## config.mk

```make
export PLATFORM = sky130hd
export DESIGN_NAME = wb_gpio_deb
export DESIGN_NICKNAME = d
export VERILOG_FILES = /design/src/rtl/wb_gpio_deb.sv
export SDC_FILE = /design/constraint.sdc
export NUM_CORES = 1
export LEC_CHECK = 0
export ABC_AREA = 1
export ABC_CLOCK_PERIOD_IN_PS = 3500
export CAP_MARGIN = 20
export CORE_UTILIZATION = 30
export DETAILED_ROUTE_END_ITERATION = 10
export PLACE_DENSITY = 0.59
export SLEW_MARGIN = 20
export SYNTH_ARGS = -nofsm -noshare
export SYNTH_HDL_FRONTEND = slang
export SYNTH_SLANG_ARGS = --single-unit
```

## constraint.sdc

```tcl
create_clock -name wb_clk_i -period 3.5 [get_ports wb_clk_i]
set_clock_uncertainty 0.05 [all_clocks]
set_input_delay 0.7 -clock wb_clk_i [delete_from_list [all_inputs] [get_ports wb_clk_i]]
set_output_delay 0.7 -clock wb_clk_i [all_outputs]
set_load 0.02 [all_outputs]
```

## src/rtl/wb_gpio_deb.sv

```systemverilog
// Wishbone GPIO slave: debounced inputs with change-detect interrupt, byte-lane writable outputs.
// Optional NMI output on debounced channel 0 when WB_GPIO_NMI_EN is defined.
module wb_gpio_deb #(
    parameter int N_IN      = 16,
    parameter int N_OUT     = 16,
    parameter int DEB_TICKS = 4
) (
    input  logic             wb_clk_i,
    input  logic             wb_rst_ni,
    input  logic [1:0]       wb_adr_i,
    input  logic [15:0]      wb_dat_i,
    output logic [15:0]      wb_dat_o,
    input  logic [1:0]       wb_sel_i,
    input  logic             wb_we_i,
    input  logic             wb_stb_i,
    input  logic             wb_cyc_i,
    output logic             wb_ack_o,
    input  logic [N_IN-1:0]  gpio_i,
    output logic [N_OUT-1:0] gpio_o,
    input  logic             tick,
    output logic             irq_o
`ifdef WB_GPIO_NMI_EN
    ,
    output logic             nmi_o
`endif
);

    localparam int CW = $clog2(DEB_TICKS + 1);
    localparam logic [CW-1:0] CNT_LAST = CW'(DEB_TICKS - 1);

    logic [N_IN-1:0]  sync1_r;
    logic [N_IN-1:0]  sync2_r;
    logic [N_IN-1:0]  stable_r;
    logic [CW-1:0]    cnt_r [N_IN];
    logic             tick_d_r;
    logic             tick_p_r;
    logic [N_IN-1:0]  accept_s;

    logic [N_OUT-1:0] out_r;
    logic [N_IN-1:0]  en_r;
    logic [N_IN-1:0]  pend_r;
    logic             ack_r;
    logic [15:0]      dat_r;
    logic             irq_r;

    logic             access_s;
    logic             out_we_s;
    logic             en_we_s;
    logic             pend_we_s;
    logic [15:0]      lane_mask_s;
    logic [15:0]      wr_bits_s;
    logic [15:0]      out_merge_s;
    logic [15:0]      en_merge_s;
    logic [15:0]      rd_data_s;
    logic [N_IN-1:0]  pend_clr_s;
    logic [N_IN-1:0]  pend_next_s;

    // A channel is accepted on the tick that completes DEB_TICKS consecutive differing ticks
    always_comb begin
        accept_s = '0;
        for (int i = 0; i < N_IN; i++) begin
            if (tick_p_r && (sync2_r[i] != stable_r[i]) && (cnt_r[i] == CNT_LAST)) begin
                accept_s[i] = 1'b1;
            end else begin
                accept_s[i] = 1'b0;
            end
        end
    end

    // Synchronisers, tick edge detect and per-channel debounce counters
    always_ff @(posedge wb_clk_i or negedge wb_rst_ni) begin
        if (!wb_rst_ni) begin
            sync1_r  <= '0;
            sync2_r  <= '0;
            stable_r <= '0;
            tick_d_r <= 1'b0;
            tick_p_r <= 1'b0;
            for (int i = 0; i < N_IN; i++) begin
                cnt_r[i] <= '0;
            end
        end else begin
            sync1_r  <= gpio_i;
            sync2_r  <= sync1_r;
            tick_d_r <= tick;
            tick_p_r <= tick & ~tick_d_r;
            for (int i = 0; i < N_IN; i++) begin
                if (sync2_r[i] == stable_r[i]) begin
                    cnt_r[i] <= '0;
                end else if (tick_p_r) begin
                    if (accept_s[i]) begin
                        stable_r[i] <= sync2_r[i];
                        cnt_r[i]    <= '0;
                    end else begin
                        cnt_r[i] <= cnt_r[i] + CW'(1);
                    end
                end
            end
        end
    end

    // Bus decode, byte-lane merge and read mux
    always_comb begin
        access_s    = wb_cyc_i & wb_stb_i & ~ack_r;
        out_we_s    = access_s & wb_we_i & (wb_adr_i == 2'd1);
        en_we_s     = access_s & wb_we_i & (wb_adr_i == 2'd2);
        pend_we_s   = access_s & wb_we_i & (wb_adr_i == 2'd3);
        lane_mask_s = {{8{wb_sel_i[1]}}, {8{wb_sel_i[0]}}};
        wr_bits_s   = wb_dat_i & lane_mask_s;
        out_merge_s = (16'(out_r) & ~lane_mask_s) | wr_bits_s;
        en_merge_s  = (16'(en_r) & ~lane_mask_s) | wr_bits_s;
        case (wb_adr_i)
            2'd0:    rd_data_s = 16'(stable_r);
            2'd1:    rd_data_s = 16'(out_r);
            2'd2:    rd_data_s = 16'(en_r);
            2'd3:    rd_data_s = 16'(pend_r);
            default: rd_data_s = 16'h0000;
        endcase
    end

    // Pending update: a hardware set on the same edge as a W1C keeps the bit set
    always_comb begin
        if (pend_we_s) begin
            pend_clr_s = wr_bits_s[N_IN-1:0];
        end else begin
            pend_clr_s = '0;
        end
        pend_next_s = (pend_r & ~pend_clr_s) | accept_s;
    end

    // Bus-visible registers and the one-cycle acknowledge
    always_ff @(posedge wb_clk_i or negedge wb_rst_ni) begin
        if (!wb_rst_ni) begin
            ack_r  <= 1'b0;
            dat_r  <= 16'h0000;
            out_r  <= '0;
            en_r   <= '0;
            pend_r <= '0;
        end else begin
            pend_r <= pend_next_s;
            if (access_s) begin
                ack_r <= 1'b1;
                dat_r <= rd_data_s;
            end else begin
                ack_r <= 1'b0;
            end
            if (out_we_s) begin
                out_r <= out_merge_s[N_OUT-1:0];
            end
            if (en_we_s) begin
                en_r <= en_merge_s[N_IN-1:0];
            end
        end
    end

    // Registered interrupt level
    always_ff @(posedge wb_clk_i or negedge wb_rst_ni) begin
        if (!wb_rst_ni) begin
            irq_r <= 1'b0;
        end else begin
            irq_r <= |(pend_r & en_r);
        end
    end

`ifdef WB_GPIO_NMI_EN
    logic nmi_r;

    // Channel 0 is an active-low button: NMI while its debounced level is low
    always_ff @(posedge wb_clk_i or negedge wb_rst_ni) begin
        if (!wb_rst_ni) begin
            nmi_r <= 1'b0;
        end else begin
            nmi_r <= ~stable_r[0];
        end
    end

    assign nmi_o = nmi_r;
`endif

    assign wb_ack_o = ack_r;
    assign wb_dat_o = dat_r;
    assign gpio_o   = out_r;
    assign irq_o    = irq_r;

endmodule
```

# Word-level counts from Yosys, hierarchy flattened
# Cells that the tools add are included.
[op_classes] muxes=67 n_addsub=16 bitwise_logic=35 n_reduce_logical=66 n_eq_ne=51
[ops] op="3-bit two-way mux" count=48
[ops] op="16-bit bitwise AND" count=5
[ops] op="16-bit case mux with 4 select lines" count=1
[ops] op="3-bit by 1-bit adder with 3-bit output, second input constant" count=16
[ops] op="3-bit by 2-bit == test with 1-bit output, second input constant" count=16
[ops] op="16-bit OR" count=3
[ops] op="3-bit AND reduction" count=16
[ops] op="1-bit logical AND" count=32
[ops] op="16-bit inverter" count=2
[ops] op="2-bit nonzero test" count=16
[ops] op="1-bit inverter" count=18
[ops] op="1-bit two-way mux" count=17
[ops] op="1-bit == test" count=16
[ops] op="16-bit two-way mux" count=1
[ops] op="1-bit inequality test" count=16
[ops] op="16-bit OR reduction" count=1
[ops] op="1-bit bitwise AND" count=7
[ops] op="2-bit == test, second input constant" count=2
[ops] op="2-bit by 1-bit == test with 1-bit output, second input constant" count=1
[ops] op="2-bit logical NOT" count=1
[totals] word_cells=277 ff_bits=164 inputBits=42

# Logic depth before layout (Yosys ltp)
[depth] depth_word=8 depth_mapped=7

# Worst setup path after synthesis
# No wires, ideal clock.
[synth_timing] path_kind="in2reg" startpoint="in wb_we_i" endpoint="reg with a tool-made name" t_arrival_ps=1415 required_time_ps=3332 setup_time_ps=118 path_stages=4 setup_slack_ps=1917 path_buffers=1 cell_sequence="clkbuf_1 nand4_1 nand2_1 nand2_1"
[synth_lines] element="from (decl)" line_no="14" text="input logic wb_we_i,"

# Worst setup path after layout
[layout_timing] startpoint="in wb_adr_i[0]" endpoint="reg dat_r[10], in the netlist wb_dat_o[10]"
[layout_via] elab_chain_len=2 elab_cells_between_ends=5
[layout_rtl] element="from (decl)" line_no="10" text="input logic [1:0] wb_adr_i,"
[layout_rtl] element="2-bit == test (tied with other cells)" line_no="111" text="case (wb_adr_i)"
[layout_rtl] element="16-bit case mux with 4 select lines (*)" line_no="111"
[layout_rtl] element="to (signal assigned)" line_no="142" text="dat_r <= rd_data_s;"
[layout_rtl] element="to (decl)" line_no="43" text="logic [15:0] dat_r;"
# Every way passes the cells marked *; elsewhere a longest branch is shown, timed or not.
# A chain may end at the register's enable or synchronous reset.

==> results.md <==
- Status: finished clean
- Drt wl/cell: 13.1 µm
- Proportion of layout cells with a drive suffix above 1: 5.70%
- Crit start category: primary input
- DPL Wire Length: 12.5 mm
- DIE WIDTH: 160 µm
- I/O pin count: 76
- Global-route wire length before repair: 30.1 mm
- Final critical-path share of the clock period: 63.8%
- P&R area growth vs syn: 24.3%
- Unrepaired setup endpoints after global routing: false
- Dpl cells: 1,309
- Grt peak-use layer: met1
- Max-cap violations: 0
- Placement-stage cell area: 8610 µm²
- Overflow after GRT: 0
- Final count of pins violating max slew: 0
- Most frequent cells in the layout: 403 x nand2_1, 164 x dfrtp_1, 95 x inv_1, 74 x clkdlybuf4s50_1, 61 x nor2_1
- Post-synthesis sequential area ratio: 55.1%
- Final hold vios: 0
- Minimum clock period: 2.23 ns
- Power Density: 536 nW/µm²
- Vias in the first global route: 5,845
- Min-delay worst type: in2async
- Final instance area: 9260 µm²
- Setup TNS: 0 ns
- Num CTS Buffers: 17
- Mean post-synth cell area: 8.06 µm²
- Core area: 24,300 µm²
- Met1 Usage GRT: 21.8%
- I/O Buffers: 75
- Worst slack, placed: 0.856 ns
- Leakage dissipation: 4.85 nW
- Yosys reg bits: 164
- Final hold slack: 0.185 ns
- Initial DRC count: 321
- Die height: 160 µm
- Global Route Usage Sum: 15.0%
- Gate Count Post-Synth: 925
- Initial antenna violation count: 0
- Rel. slew slack: 51.0%
- Clock transition at path regs: 0.06 ns
- Final Wtd Congestion: 0.830
- Crit end category: register
- Routed Antenna Nets: 0
- Most common library cell in the layout ignoring fill and taps: nand2_1
- Largest net degree at the start of global routing: 62
- Vias per cell: 4.50
- WS Path Type: in2reg
- Worst-Margin Slew: 0.733 ns
- Via count: 6,040
- Postcts setup bufs: 0
- First-pass DRT Iterations: 5
- Fillers: 2,388
- Multi-input combinational cell area: 2840 µm²
- Met2 usage: 21.7%
- Finished Core Util: 38.1%
- Final WS setup: 1.27 ns
- Clock buffer depth: 2
- Cts repair resizes: 0
- CP required: 3.77 ns
- Post-route DRC violation count: 0
- Peak supply drop: 0.388 mV
- Syn_nets: 983
- Hold buffers post-CTS: 0
- # rows: 57
- Synth Warn #: 0
- TritonCTS clock tree: yes
- CP Max Fanout: 18
- Mapped Area: 7450 µm²
- Max Clk Rate: 0.448 GHz
- FF/Latch Area: 4100 µm²
- Routed WL: 17.6 mm
- Sink Count: 164
- Post-Layout Cell Count: 1,341
- Setup-failing EPs final: 0
- Starting Density: 30.7%
- Unique cell type count in the Yosys netlist: 20
- Root buffer cell: clkbuf_16
- Tot Pwr: 4.97 mW
- Layout Nets: 1,062
- Crit path DAT: 2.51 ns
- Die ar.: 25,500 µm²
- Grt met3 use: 3.06%
- Skew-Pair Late Insertion Delay: 0.43 ns
- Htree depth: 4
- Diodes inserted: 0
worst paths after layout:
| kind | from | endpoint | slack [ns] | cells after the start |
|---|---|---|---|---|
| hold / removal | wb_rst_ni | cnt_r[16] | 0.18 | 1 |
| setup / recovery | wb_adr_i[0] | wb_dat_o[10] | 1.27 | 7 |
| hold reg to reg | sync1_r[4] | sync2_r[4] | 0.30 | 0 |
| max in group asynchronous | wb_rst_ni | cnt_r[18] | 2.44 | 2 |
| setup reg to reg | wb_ack_o | register | 1.83 | 4 |
| min in group wb_clk_i | sync1_r[4] | sync2_r[4] | 0.30 | 0 |
worst max-delay path: stages:
cell,delay [ns]
clkdlybuf4s50_1,0.51
inv_2,0.24
nand2_1,0.49
o21ai_0,0.39
inv_1,0.06
nand2_1,0.07
nand2_1,0.05
where the power goes:
group          total (mW)  internal, mW  switching [mW]  leakage, nW
Clock                2.06          1.27           0.790        0.310
Sequential           2.22          2.07           0.144         2.09
Combinational       0.691         0.289           0.402         2.45
Total                4.97          3.63            1.34         4.85
cell type report:
class | instances | area share, %
Clock buffer | 17 | 4.59
Clock inverter | 15 | 2.49
Inverter | 98 | 3.97
Multi-Input combinational cell | 633 | 30.7
Sequential cell | 164 | 44.3
Tap cell | 324 | 4.38
Timing Repair Buffer | 90 | 9.60
kinds of logic (layout without fill, tap and decap cells):
kind of cell	Yosys count	after routing	synth area share, %
AOI/OAI and AO/OA	48	48	3.59
adders and majority gates	16	16	2.69
buffers and inverters	128	220	6.85
DFF	164	164	55.1
and+or+nand+nor	569	569	31.8
layer usage:
metal  wire, µm  vias up  part of all wire (%)
met3        941       21                   5.3
met4        334        0                   1.9
met5          0        -                     0
met2       7460      153                    42
met1       8860     2773                    50
li1           -     3093                     -
synth_stat cells (all sizes together):
| cell type | instances | share of area, % |
|---|---|---|
| clkbuf | 5 | 0.25 |
| o21ai | 37 | 2.5 |
| dfrtp | 164 | 55 |
| buf | 25 | 1.7 |
| nand2 | 403 | 20 |
| nand3 | 44 | 3.0 |
| nor2 | 65 | 3.5 |
| a211oi | 11 | 1.1 |
| ha | 16 | 2.7 |
| nand3b | 1 | 0.10 |
| inv | 98 | 4.9 |
| nand4 | 56 | 4.9 |
No activity file was read; power rests on OpenSTA's default activity.
==> edit, RTL diff (same flow settings) <==
Put one more register stage on the output `irq_o`, cleared by the reset. The value now appears one clock later. The other outputs are not delayed to match.
--- a/src/rtl/wb_gpio_deb.sv
+++ b/src/rtl/wb_gpio_deb.sv
@@ -179,6 +179,12 @@
     assign wb_ack_o = ack_r;
     assign wb_dat_o = dat_r;
     assign gpio_o   = out_r;
-    assign irq_o    = irq_r;
+    always_ff @(posedge wb_clk_i or negedge wb_rst_ni) begin
+        if (!wb_rst_ni) begin
+            irq_o <= '0;
+        end else begin
+            irq_o <= irq_r;
+        end
+    end
 
 endmodule
Check against the original RTL: no difference found for any inputs over 4 cycles, from zero or initial values and one cycle with wb_rst_ni low; that may be too few to reach the edited logic, so the function may still have changed.
==> edit against the original RTL <==
  * Clock power fell by 6%
  * Combinational power is essentially flat
  * Die area grew 0.33%
  * Area after synthesis rose by 0.34%
  * Routed wire length increased by 0.59%
  * Critical path depth shrank 6
  * Sequential share of layout area rose by 0.34 points
  * Total power shrank 2.2%
  * Cell area fell by 0.16%
  * Sequential cell count increased by 1
  * Setup slack better by 0.0095 ns
  * Highest routed layer unchanged
==> edit: results (changes against the original RTL) <==
[routing]
firstDrtPassIters=5  ; unchanged
vias=6021  ; -0.31%
drt-initial-drc-count=308  ; -4.0%
wl_per_cell_um=13.2  ; +0.36%

[yosys]
synth_common_cells=nand2_1, dfrtp_1, inv_1
synthTopCellsByArea=dfrtp_1, nand2_1, inv_1, nand4_1, nor2_1
ys.flop_type=dfrtp_1
synth_edf_count=0  ; unchanged
yosysSeqAreaShare_pct=55.2  ; +0.15 points
synth_fp_nets=984  ; +0.10%
yosysWarnings=0  ; unchanged

[global_route]
grt_max_degree=71  ; +15%
grt_pass1_vias=5662  ; -3.1%
grt_pass1_wl_um=29700  ; -1.3%
grtUsageTotal_pct=14.7  ; -0.28 points
antenna_found_initial=0  ; unchanged

[final_layout]
fill_cells=2495  ; +4.5%
nets=1065  ; +0.28%
n_antenna_cell=0  ; unchanged
drive_gt1_share_pct=5.59  ; -0.11 points

[place]
gp_congestion=0.823  ; -0.78%
numPortBuffers=75  ; unchanged
hpwl_um=12500  ; about the same

[setup_path]
crit_slowest_cell=clkdlybuf4s50_1
crit_arrival_ns=1.47  ; -1.04 ns
max_stage_delay_ns=0.63  ; +0.12 ns
crit_fanout=2  ; -16

[sta]
max_slew.worst_pin.slew_ns=0.779  ; +0.0456 ns

[clocking]
clockRootBuffer=clkbuf_16
cts_buffers=17  ; unchanged
clkSlewWorstSetupHoldPaths_ns=0.06  ; about the same
htreeDepth=4  ; unchanged
clk_latency_ns=0.43  ; about the same

[power_and_ir_drop]
p_leak_nw=4.86  ; +0.13%
ir_drop_mv=0.341  ; -12%

[hold_path]
hp-class=primary input to async pin

[status]
outcome=finished, final reports clean

[edit: path summary, 6_finish.rpt]
check | slack [ns] | to | from | cells past startpoint
max in group asynchronous | 2.36 | async pin | wb_rst_ni | 2
hold / removal | 0.23 | cnt_r[16] | wb_rst_ni | 1
min in group wb_clk_i | 0.30 | sync2_r[6] | sync1_r[6] | 0
setup reg to reg | 1.71 | flip-flop | wb_ack_o | 6
hold reg to reg | 0.30 | sync2_r[6] | sync1_r[6] | 0
setup / recovery | 1.28 | wb_dat_o[15] | wb_dat_o[15] | 1
[edit: cell families (layout without fill, tap and decap cells)]
| kind of cell | Yosys count | count (layout) | synth area share (%) |
|---|---|---|---|
| simple gates | 569 | 569 | 31.7 |
| fa+ha+maj | 16 | 16 | 2.68 |
| compound gates | 48 | 48 | 3.58 |
| flops | 165 | 165 | 55.2 |
| buf+inv | 128 | 222 | 6.83 |
[edit: layer usage]
metal | share of wire (%) | track usage (%)
met5 | 0 | 0
met4 | 1.2 | 4.85
met3 | 6.2 | 3.58
met2 | 43 | 21.8
met1 | 50 | 20.9
[edit: where the power goes]
group,switching (W),total (W),internal (W),leakage [nW]
sequential,0.000138,0.00223,0.00209,2.10
combinational,0.000403,0.000693,0.000290,2.46
clock,0.000745,0.00194,0.00120,0.300
[edit: cell type report]
class                           count  area, µm²  area share (%)
Timing Repair Buffer               92        892            9.65
Tap cell                          324        405            4.38
Clock inverter                      8        121            1.31
Sequential cell                   165       4130            44.6
Inverter                           98        368            3.98
Multi-Input combinational cell    633       2840            30.7
Clock buffer                       24        492            5.32
[edit: stage by stage]
| step | instances | setup WS, ns | instance area (µm²) | power, W | hold WS [ns] |
|---|---|---|---|---|---|
| after floorplan | 926 | 1.92 | 7480 | 0.00260 | 0.281 |
| after global placement | 1312 | 0.834 | 8630 | 0.00296 | 0.282 |
| after detailed placement | 1312 | 0.846 | 8630 | 0.00296 | 0.285 |
| after CTS | 1344 | 1.23 | 9250 | 0.00492 | 0.261 |
| after global routing | 1344 | 1.05 | 9250 | 0.00509 | 0.274 |
| final | 1344 | 1.28 | 9250 | 0.00486 | 0.231 |
